## src/rtl/alu_arbiter_if.sv

```systemverilog
// Requester-side and ALU-side signal bundle for alu_arbiter.
// slave = arbiter view, master = requester/ALU environment view.
interface alu_arbiter_if #(
  parameter int DATA_WIDTH = 16,
  parameter int NUM_REQ    = 2
);
  logic [NUM_REQ-1:0]            i_req_valid;
  logic [NUM_REQ-1:0]            o_req_ready;
  logic [4*NUM_REQ-1:0]          i_req_op;
  logic [DATA_WIDTH*NUM_REQ-1:0] i_req_data1;
  logic [DATA_WIDTH*NUM_REQ-1:0] i_req_data2;
  logic [NUM_REQ-1:0]            i_req_carry;
  logic [NUM_REQ-1:0]            o_rsp_valid;
  logic [NUM_REQ-1:0]            i_rsp_ready;
  logic [DATA_WIDTH-1:0]         o_rsp_result;
  logic                          o_rsp_zero;
  logic                          o_busy;
  logic [3:0]                    o_alu_op;
  logic [DATA_WIDTH-1:0]         o_alu_data1;
  logic [DATA_WIDTH-1:0]         o_alu_data2;
  logic                          o_alu_carry;
  logic [DATA_WIDTH-1:0]         i_alu_result;
  logic                          i_alu_zero;

  modport slave (
    input  i_req_valid, i_req_op, i_req_data1, i_req_data2, i_req_carry,
    input  i_rsp_ready, i_alu_result, i_alu_zero,
    output o_req_ready, o_rsp_valid, o_rsp_result, o_rsp_zero, o_busy,
    output o_alu_op, o_alu_data1, o_alu_data2, o_alu_carry
  );

  modport master (
    output i_req_valid, i_req_op, i_req_data1, i_req_data2, i_req_carry,
    output i_rsp_ready, i_alu_result, i_alu_zero,
    input  o_req_ready, o_rsp_valid, o_rsp_result, o_rsp_zero, o_busy,
    input  o_alu_op, o_alu_data1, o_alu_data2, o_alu_carry
  );
endinterface

```

## src/rtl/alu_arbiter.sv

```systemverilog
// Round-robin sharing of one combinational ALU among NUM_REQ requesters.
// Each operation walks IDLE (grant+capture) -> EXEC (ALU settles) -> RESP (hold until taken).
module alu_arbiter #(
  parameter int DATA_WIDTH = 16,
  parameter int NUM_REQ    = 2
) (
  input  logic         i_clock,
  input  logic         i_reset,
  alu_arbiter_if.slave bus
);

  localparam int IW = (NUM_REQ > 1) ? $clog2(NUM_REQ) : 1;

  typedef enum logic [1:0] {
    IDLE = 2'd0,
    EXEC = 2'd1,
    RESP = 2'd2
  } state_t;

  state_t                r_state;
  logic [IW-1:0]         r_last;
  logic [IW-1:0]         r_gnt;
  logic [3:0]            r_op;
  logic [DATA_WIDTH-1:0] r_data1;
  logic [DATA_WIDTH-1:0] r_data2;
  logic                  r_carry;
  logic [DATA_WIDTH-1:0] r_result;
  logic                  r_zero;
  logic [NUM_REQ-1:0]    r_rsp_valid;
  logic                  r_busy;

  logic                  w_found;
  logic [IW-1:0]         w_gnt;
  logic [IW-1:0]         w_idx;
  logic [NUM_REQ-1:0]    w_ready;
  logic [NUM_REQ-1:0]    w_gnt_oh;
  logic [3:0]            w_op;
  logic [DATA_WIDTH-1:0] w_data1;
  logic [DATA_WIDTH-1:0] w_data2;
  logic                  w_carry;

  // Search starts one past the last served requester, so a requester that
  // was just served has the lowest priority on its next attempt.
  always_comb begin : rr_pick
    w_found = 1'b0;
    w_gnt   = '0;
    w_idx   = r_last;
    for (int n = 0; n < NUM_REQ; n++) begin
      w_idx = (w_idx == IW'(NUM_REQ - 1)) ? '0 : w_idx + 1'b1;
      if (!w_found && bus.i_req_valid[w_idx]) begin
        w_found = 1'b1;
        w_gnt   = w_idx;
      end
    end
  end

  always_comb begin : grant_decode
    w_ready  = '0;
    w_gnt_oh = '0;
    w_op     = '0;
    w_data1  = '0;
    w_data2  = '0;
    w_carry  = 1'b0;
    for (int k = 0; k < NUM_REQ; k++) begin
      if (w_gnt == IW'(k)) begin
        w_ready[k] = (r_state == IDLE) && w_found && !i_reset;
        w_op       = bus.i_req_op[k*4 +: 4];
        w_data1    = bus.i_req_data1[k*DATA_WIDTH +: DATA_WIDTH];
        w_data2    = bus.i_req_data2[k*DATA_WIDTH +: DATA_WIDTH];
        w_carry    = bus.i_req_carry[k];
      end
      if (r_gnt == IW'(k)) begin
        w_gnt_oh[k] = 1'b1;
      end
    end
  end

  always_ff @(posedge i_clock or posedge i_reset) begin : fsm
    if (i_reset) begin
      r_state     <= IDLE;
      r_last      <= IW'(NUM_REQ - 1);
      r_gnt       <= '0;
      r_op        <= '0;
      r_data1     <= '0;
      r_data2     <= '0;
      r_carry     <= 1'b0;
      r_result    <= '0;
      r_zero      <= 1'b0;
      r_rsp_valid <= '0;
      r_busy      <= 1'b0;
    end else begin
      case (r_state)
        // IDLE -> EXEC: latch the granted requester's operands
        IDLE: begin
          if (w_found) begin
            r_gnt   <= w_gnt;
            r_op    <= w_op;
            r_data1 <= w_data1;
            r_data2 <= w_data2;
            r_carry <= w_carry;
            r_busy  <= 1'b1;
            r_state <= EXEC;
          end
        end
        // EXEC -> RESP: sample the ALU after one full cycle of settling
        EXEC: begin
          r_result    <= bus.i_alu_result;
          r_zero      <= bus.i_alu_zero;
          r_rsp_valid <= w_gnt_oh;
          r_state     <= RESP;
        end
        // RESP -> IDLE: only the granted requester's ready completes the transfer
        RESP: begin
          if (bus.i_rsp_ready[r_gnt]) begin
            r_rsp_valid <= '0;
            r_busy      <= 1'b0;
            r_last      <= r_gnt;
            r_state     <= IDLE;
          end
        end
        default: begin
          r_rsp_valid <= '0;
          r_busy      <= 1'b0;
          r_state     <= IDLE;
        end
      endcase
    end
  end

  assign bus.o_req_ready  = w_ready;
  assign bus.o_rsp_valid  = r_rsp_valid;
  assign bus.o_rsp_result = r_result;
  assign bus.o_rsp_zero   = r_zero;
  assign bus.o_busy       = r_busy;
  assign bus.o_alu_op     = r_op;
  assign bus.o_alu_data1  = r_data1;
  assign bus.o_alu_data2  = r_data2;
  assign bus.o_alu_carry  = r_carry;

endmodule
```

## src/flat_wrapper.sv

```systemverilog
// flat-port wrapper written by rule: the top's interface ports become plain ports
module alu_arbiter_flat 
#(
  parameter int DATA_WIDTH = 16,
  parameter int NUM_REQ    = 2
)
  (i_clock, i_reset, bus_i_req_valid, bus_i_req_op, bus_i_req_data1, bus_i_req_data2, bus_i_req_carry, bus_i_rsp_ready, bus_i_alu_result, bus_i_alu_zero, bus_o_req_ready, bus_o_rsp_valid, bus_o_rsp_result, bus_o_rsp_zero, bus_o_busy, bus_o_alu_op, bus_o_alu_data1, bus_o_alu_data2, bus_o_alu_carry);
  alu_arbiter_if #(.DATA_WIDTH(DATA_WIDTH), .NUM_REQ(NUM_REQ)) bus_i ();
  input  logic i_clock;
  input  logic i_reset;
  input wire logic [$bits(bus_i.i_req_valid)-1:0] bus_i_req_valid;
  input wire logic [$bits(bus_i.i_req_op)-1:0] bus_i_req_op;
  input wire logic [$bits(bus_i.i_req_data1)-1:0] bus_i_req_data1;
  input wire logic [$bits(bus_i.i_req_data2)-1:0] bus_i_req_data2;
  input wire logic [$bits(bus_i.i_req_carry)-1:0] bus_i_req_carry;
  input wire logic [$bits(bus_i.i_rsp_ready)-1:0] bus_i_rsp_ready;
  input wire logic [$bits(bus_i.i_alu_result)-1:0] bus_i_alu_result;
  input wire logic [$bits(bus_i.i_alu_zero)-1:0] bus_i_alu_zero;
  output wire logic [$bits(bus_i.o_req_ready)-1:0] bus_o_req_ready;
  output wire logic [$bits(bus_i.o_rsp_valid)-1:0] bus_o_rsp_valid;
  output wire logic [$bits(bus_i.o_rsp_result)-1:0] bus_o_rsp_result;
  output wire logic [$bits(bus_i.o_rsp_zero)-1:0] bus_o_rsp_zero;
  output wire logic [$bits(bus_i.o_busy)-1:0] bus_o_busy;
  output wire logic [$bits(bus_i.o_alu_op)-1:0] bus_o_alu_op;
  output wire logic [$bits(bus_i.o_alu_data1)-1:0] bus_o_alu_data1;
  output wire logic [$bits(bus_i.o_alu_data2)-1:0] bus_o_alu_data2;
  output wire logic [$bits(bus_i.o_alu_carry)-1:0] bus_o_alu_carry;
  assign bus_i.i_req_valid = bus_i_req_valid;
  assign bus_i.i_req_op = bus_i_req_op;
  assign bus_i.i_req_data1 = bus_i_req_data1;
  assign bus_i.i_req_data2 = bus_i_req_data2;
  assign bus_i.i_req_carry = bus_i_req_carry;
  assign bus_i.i_rsp_ready = bus_i_rsp_ready;
  assign bus_i.i_alu_result = bus_i_alu_result;
  assign bus_i.i_alu_zero = bus_i_alu_zero;
  assign bus_o_req_ready = bus_i.o_req_ready;
  assign bus_o_rsp_valid = bus_i.o_rsp_valid;
  assign bus_o_rsp_result = bus_i.o_rsp_result;
  assign bus_o_rsp_zero = bus_i.o_rsp_zero;
  assign bus_o_busy = bus_i.o_busy;
  assign bus_o_alu_op = bus_i.o_alu_op;
  assign bus_o_alu_data1 = bus_i.o_alu_data1;
  assign bus_o_alu_data2 = bus_i.o_alu_data2;
  assign bus_o_alu_carry = bus_i.o_alu_carry;
  alu_arbiter #(.DATA_WIDTH(DATA_WIDTH), .NUM_REQ(NUM_REQ)) u_core (.i_clock(i_clock), .i_reset(i_reset), .bus(bus_i));
endmodule
```

## config.mk

```make
export PLATFORM = sky130hd
export DESIGN_NAME = alu_arbiter_flat
export DESIGN_NICKNAME = d
export VERILOG_FILES = /design/src/rtl/alu_arbiter_if.sv /design/src/rtl/alu_arbiter.sv /design/src/flat_wrapper.sv
export SDC_FILE = /design/constraint.sdc
export NUM_CORES = 1
export LEC_CHECK = 0
export CAP_MARGIN = 20
export CELL_PAD_IN_SITES_DETAIL_PLACEMENT = 1
export CELL_PAD_IN_SITES_GLOBAL_PLACEMENT = 2
export CORE_UTILIZATION = 28
export CTS_CLUSTER_DIAMETER = 40
export CTS_CLUSTER_SIZE = 40
export DETAILED_ROUTE_END_ITERATION = 6
export HOLD_SLACK_MARGIN = 0.1
export PLACE_DENSITY = 0.88
export SLEW_MARGIN = 10
export SYNTH_ARGS = -nofsm -noshare
export SYNTH_HDL_FRONTEND = slang
export SYNTH_SLANG_ARGS = --single-unit
```

## constraint.sdc

```tcl
create_clock -name i_clock -period 7.9 [get_ports i_clock]
set_input_delay 1.975 -clock i_clock [delete_from_list [all_inputs] [get_ports i_clock]]
set_output_delay 1.975 -clock i_clock [all_outputs]
set_load 0.02 [all_outputs]
```

==> results.toml <==
[run_status]
status = "completed"

[clock_tree]
numCtsBuffers = 9
h-tree-depth = 3
holdBufCountCts = 0
clk_latency_ns = 0.34
cts.sinks = 61
postCtsSetupBuffers = 0
clk_pin_slew_ns = 0.07
cts_tree = "yes"
clock_path_buffers = 2
root_buffer = "clkbuf_8"
cts_resized = 0

[global_route]
grt_pass1_wl_mm = 11.9
grt_pass1_vias = 2340
grt_antenna_before_repair = 0
grt-ovfl-total = 0
grt_use_total_pct = 13.9
grt_max_degree = 62

[synthesis]
yosys_register_bits = 61
synthAdderAreaFrac_pct = 0
synth_compound_area_share_pct = 2.62
syn_nets = 283
synth_edf_count = 0
seq_area_frac_synth_pct = 50.0
yosys.area.top_type = "dfrtp_1"
synth_area_leaders = "dfrtp_1, mux2_4, mux2_2"
ys_warn_count = 0
synthCells = 186
synth_xor_area_share_pct = 0
ys.flop_type = "dfrtp_1"
async_flop_share_pct = 100
synth_top_family_by_area = "multiplexers"
syn_area_sq_mm = 0.00306
synth_mux_area_share_pct = 42.2
synth_top_area_share_pct = 49.1
synth.distinct_cells = 24
yosys.area_share.simple_pct = 1.88
avgSynthCellArea_sq_um = 16.4

[timing]
period_share_pct = 70.9
maxSlewHeadroom_pct = 48.0
setup_tns_ns = 0
worst_hold_slack_ns = 0.507
rsz0062_at_grt = "false"
timing.fmax_mhz = 179
hold_viol_final = 0
fin_skew_ns = 0.00842
tightest_slew_ns = 0.781
slew_violations = 0
post-route-min-period_ns = 5.60
setup_violations = 0

[floorplan]
start_util_pct = 29.2
fp.dieH_microns = 106
core_sq_mm = 0.0105
ios = 156
rows = 37
dieArea_sq_mm = 0.0113
die_w_microns = 106

[drt]
drc = 0
postRouteAntennaNets = 0
drtIter0Drc = 46
wl_per_cell_microns = 15.4
routed_wl_mm = 7.49
dr.pass1.iters = 3
viasPerCell = 4.35
vias = 2111

[place]
dp.final_hpwl_mm = 5.56
place.gp.congestion = 0.672
port_buffers = 155

[power]
p_seq_share_pct = 31.6
irDropWorstVdd_v = 0.000126
pwr-share-comb_pct = 55.2
p_sw_share_pct = 35.6
intPower_mw = 1.18
clockPowerShare_pct = 13.2
power_leakage_nw = 2.12
power.net_switching_mw = 0.654
p_per_area_mw_per_mm2 = 376

[finish]
diodes = 0
drive_above_1_share_pct = 33.2
area_growth_pct = 60.0
post-route-util_pct = 46.7
nets = 441

[run]
maxCapViolations = 0

[critical_path]
start_kind = "primary input"
crit_type = "in -> out"
path_max_fanout = 3
crit_arrival_ns = 3.62
cp-end-kind = "output pin"
required_ns = 5.93

[min_path]
hold_path.class = "reg -> reg"
[layout by cell type, fill, tap and decap left out, drive strengths merged]
| master | instances |
|---|---|
| nor2 | 2 |
| a31oi | 1 |
| nor2b | 1 |
| clkinvlp | 2 |
| a211oi | 1 |
| o32ai | 1 |
| dfstp | 1 |
| mux2 | 91 |
| nand2 | 1 |
| nand3b | 1 |
| nor3b | 1 |
| clkbuf | 10 |
| o2bb2ai | 2 |
| buf | 3 |
| o22a | 1 |
| inv | 4 |
| mux2i | 2 |
| nor3 | 1 |
| a21oi | 1 |
| and3 | 1 |
| dfrtp | 60 |
| clkdlybuf4s50 | 155 |
| clkinv | 4 |
| a21bo | 2 |
[power groups by stage]
stage               clock (mW)  sequential [mW]  combinational [mW]
global route             0.266            0.604                1.07
detailed placement           0            0.584                1.03
global placement             0            0.574                1.01
finish                   0.243            0.580                1.01
floorplan                    0            0.747               0.435
CTS                      0.255            0.583                1.03
[Yosys cell counts (2+ instances only)]
cell type  instances
dfrtp_1           60
mux2_2            26
inv_1              4
nor2_1             2
o2bb2ai_1          2
buf_6              4
buf_4              3
mux2_4            65
buf_2              4
mux2i_1            2
[cell families (layout without fill, tap and decap cells)]
| group | after synthesis | count (layout) |
|---|---|---|
| compound gates | 9 | 9 |
| buf+inv | 15 | 178 |
| simple gates | 8 | 8 |
| mux | 93 | 93 |
| flops | 61 | 61 |
[per-stage QoR]
step           power (mW)  setup WS, ns  instance area, sq um  instances
2_1_floorplan        1.18          2.22                  3060        186
3_3_place_gp         1.59          2.37                  4710        469
3_5_place_dp         1.61          2.30                  4710        469
4_1_cts              1.87          2.27                  4890        485
5_1_grt              1.94          2.24                  4890        485
6_report             1.84          2.30                  4890        485
[worst max-delay path: stages]
cell and delay (ns):
clkdlybuf4s50_1 0.51, nor2_1 0.09, nor3_4 0.16, nor3b_1 0.23, clkdlybuf4s50_1 0.65
[routing by layer]
layer | GRT usage, % | vias up | wire length [microns]
met5 | 0 | - | 0
met3 | 4.35 | 9 | 645
met4 | 6.46 | 0 | 119
met1 | 16.0 | 1014 | 3110
li1 | - | 985 | -
met2 | 23.5 | 103 | 3620
[state kept, by name (all words and copies together), names as in the netlist, 2 cells and up]
| register | cells |
|---|---|
| u_core.bus.o_alu_data1 | 16 |
| u_core.bus.o_alu_data2 | 16 |
| u_core.bus.o_alu_op | 4 |
| u_core.bus.o_rsp_result | 16 |
| u_core.bus.o_rsp_valid | 2 |
| u_core.r_state | 2 |
[area by class of cell]
| cell class | count | area [sq um] |
|---|---|---|
| Inverter | 4 | 15.0 |
| Clock buffer | 10 | 138 |
| Sequential cell | 61 | 1530 |
| Clock inverter | 6 | 38.8 |
| Multi-Input combinational cell | 110 | 1430 |
| Fill cell | 1093 | 5570 |
| Tap cell | 136 | 170 |
| Timing Repair Buffer | 158 | 1570 |
[path summary, 6_finish.rpt]
path                                                        from                                      to  slack [ns]  cells past startpoint
max                                           bus_i_req_valid[0]                      bus_o_req_ready[1]        2.30                      5
min                        u_core.bus.o_alu_data2[8]$_DFFE_PP0P_   u_core.bus.o_alu_data2[8]$_DFFE_PP0P_        0.51                      1
max reg2reg                            u_core.r_last$_DFFE_PP1P_  u_core.bus.o_alu_data2[13]$_DFFE_PP0P_        5.84                      4
min reg2reg                u_core.bus.o_alu_data2[8]$_DFFE_PP0P_   u_core.bus.o_alu_data2[8]$_DFFE_PP0P_        0.51                      1
max in group asynchronous                                i_reset   u_core.bus.o_alu_data2[0]$_DFFE_PP0P_        5.14                      3
min in group asynchronous                                i_reset  u_core.bus.o_alu_data2[11]$_DFFE_PP0P_        2.22                      3
Power figures use the tool's default switching activity.
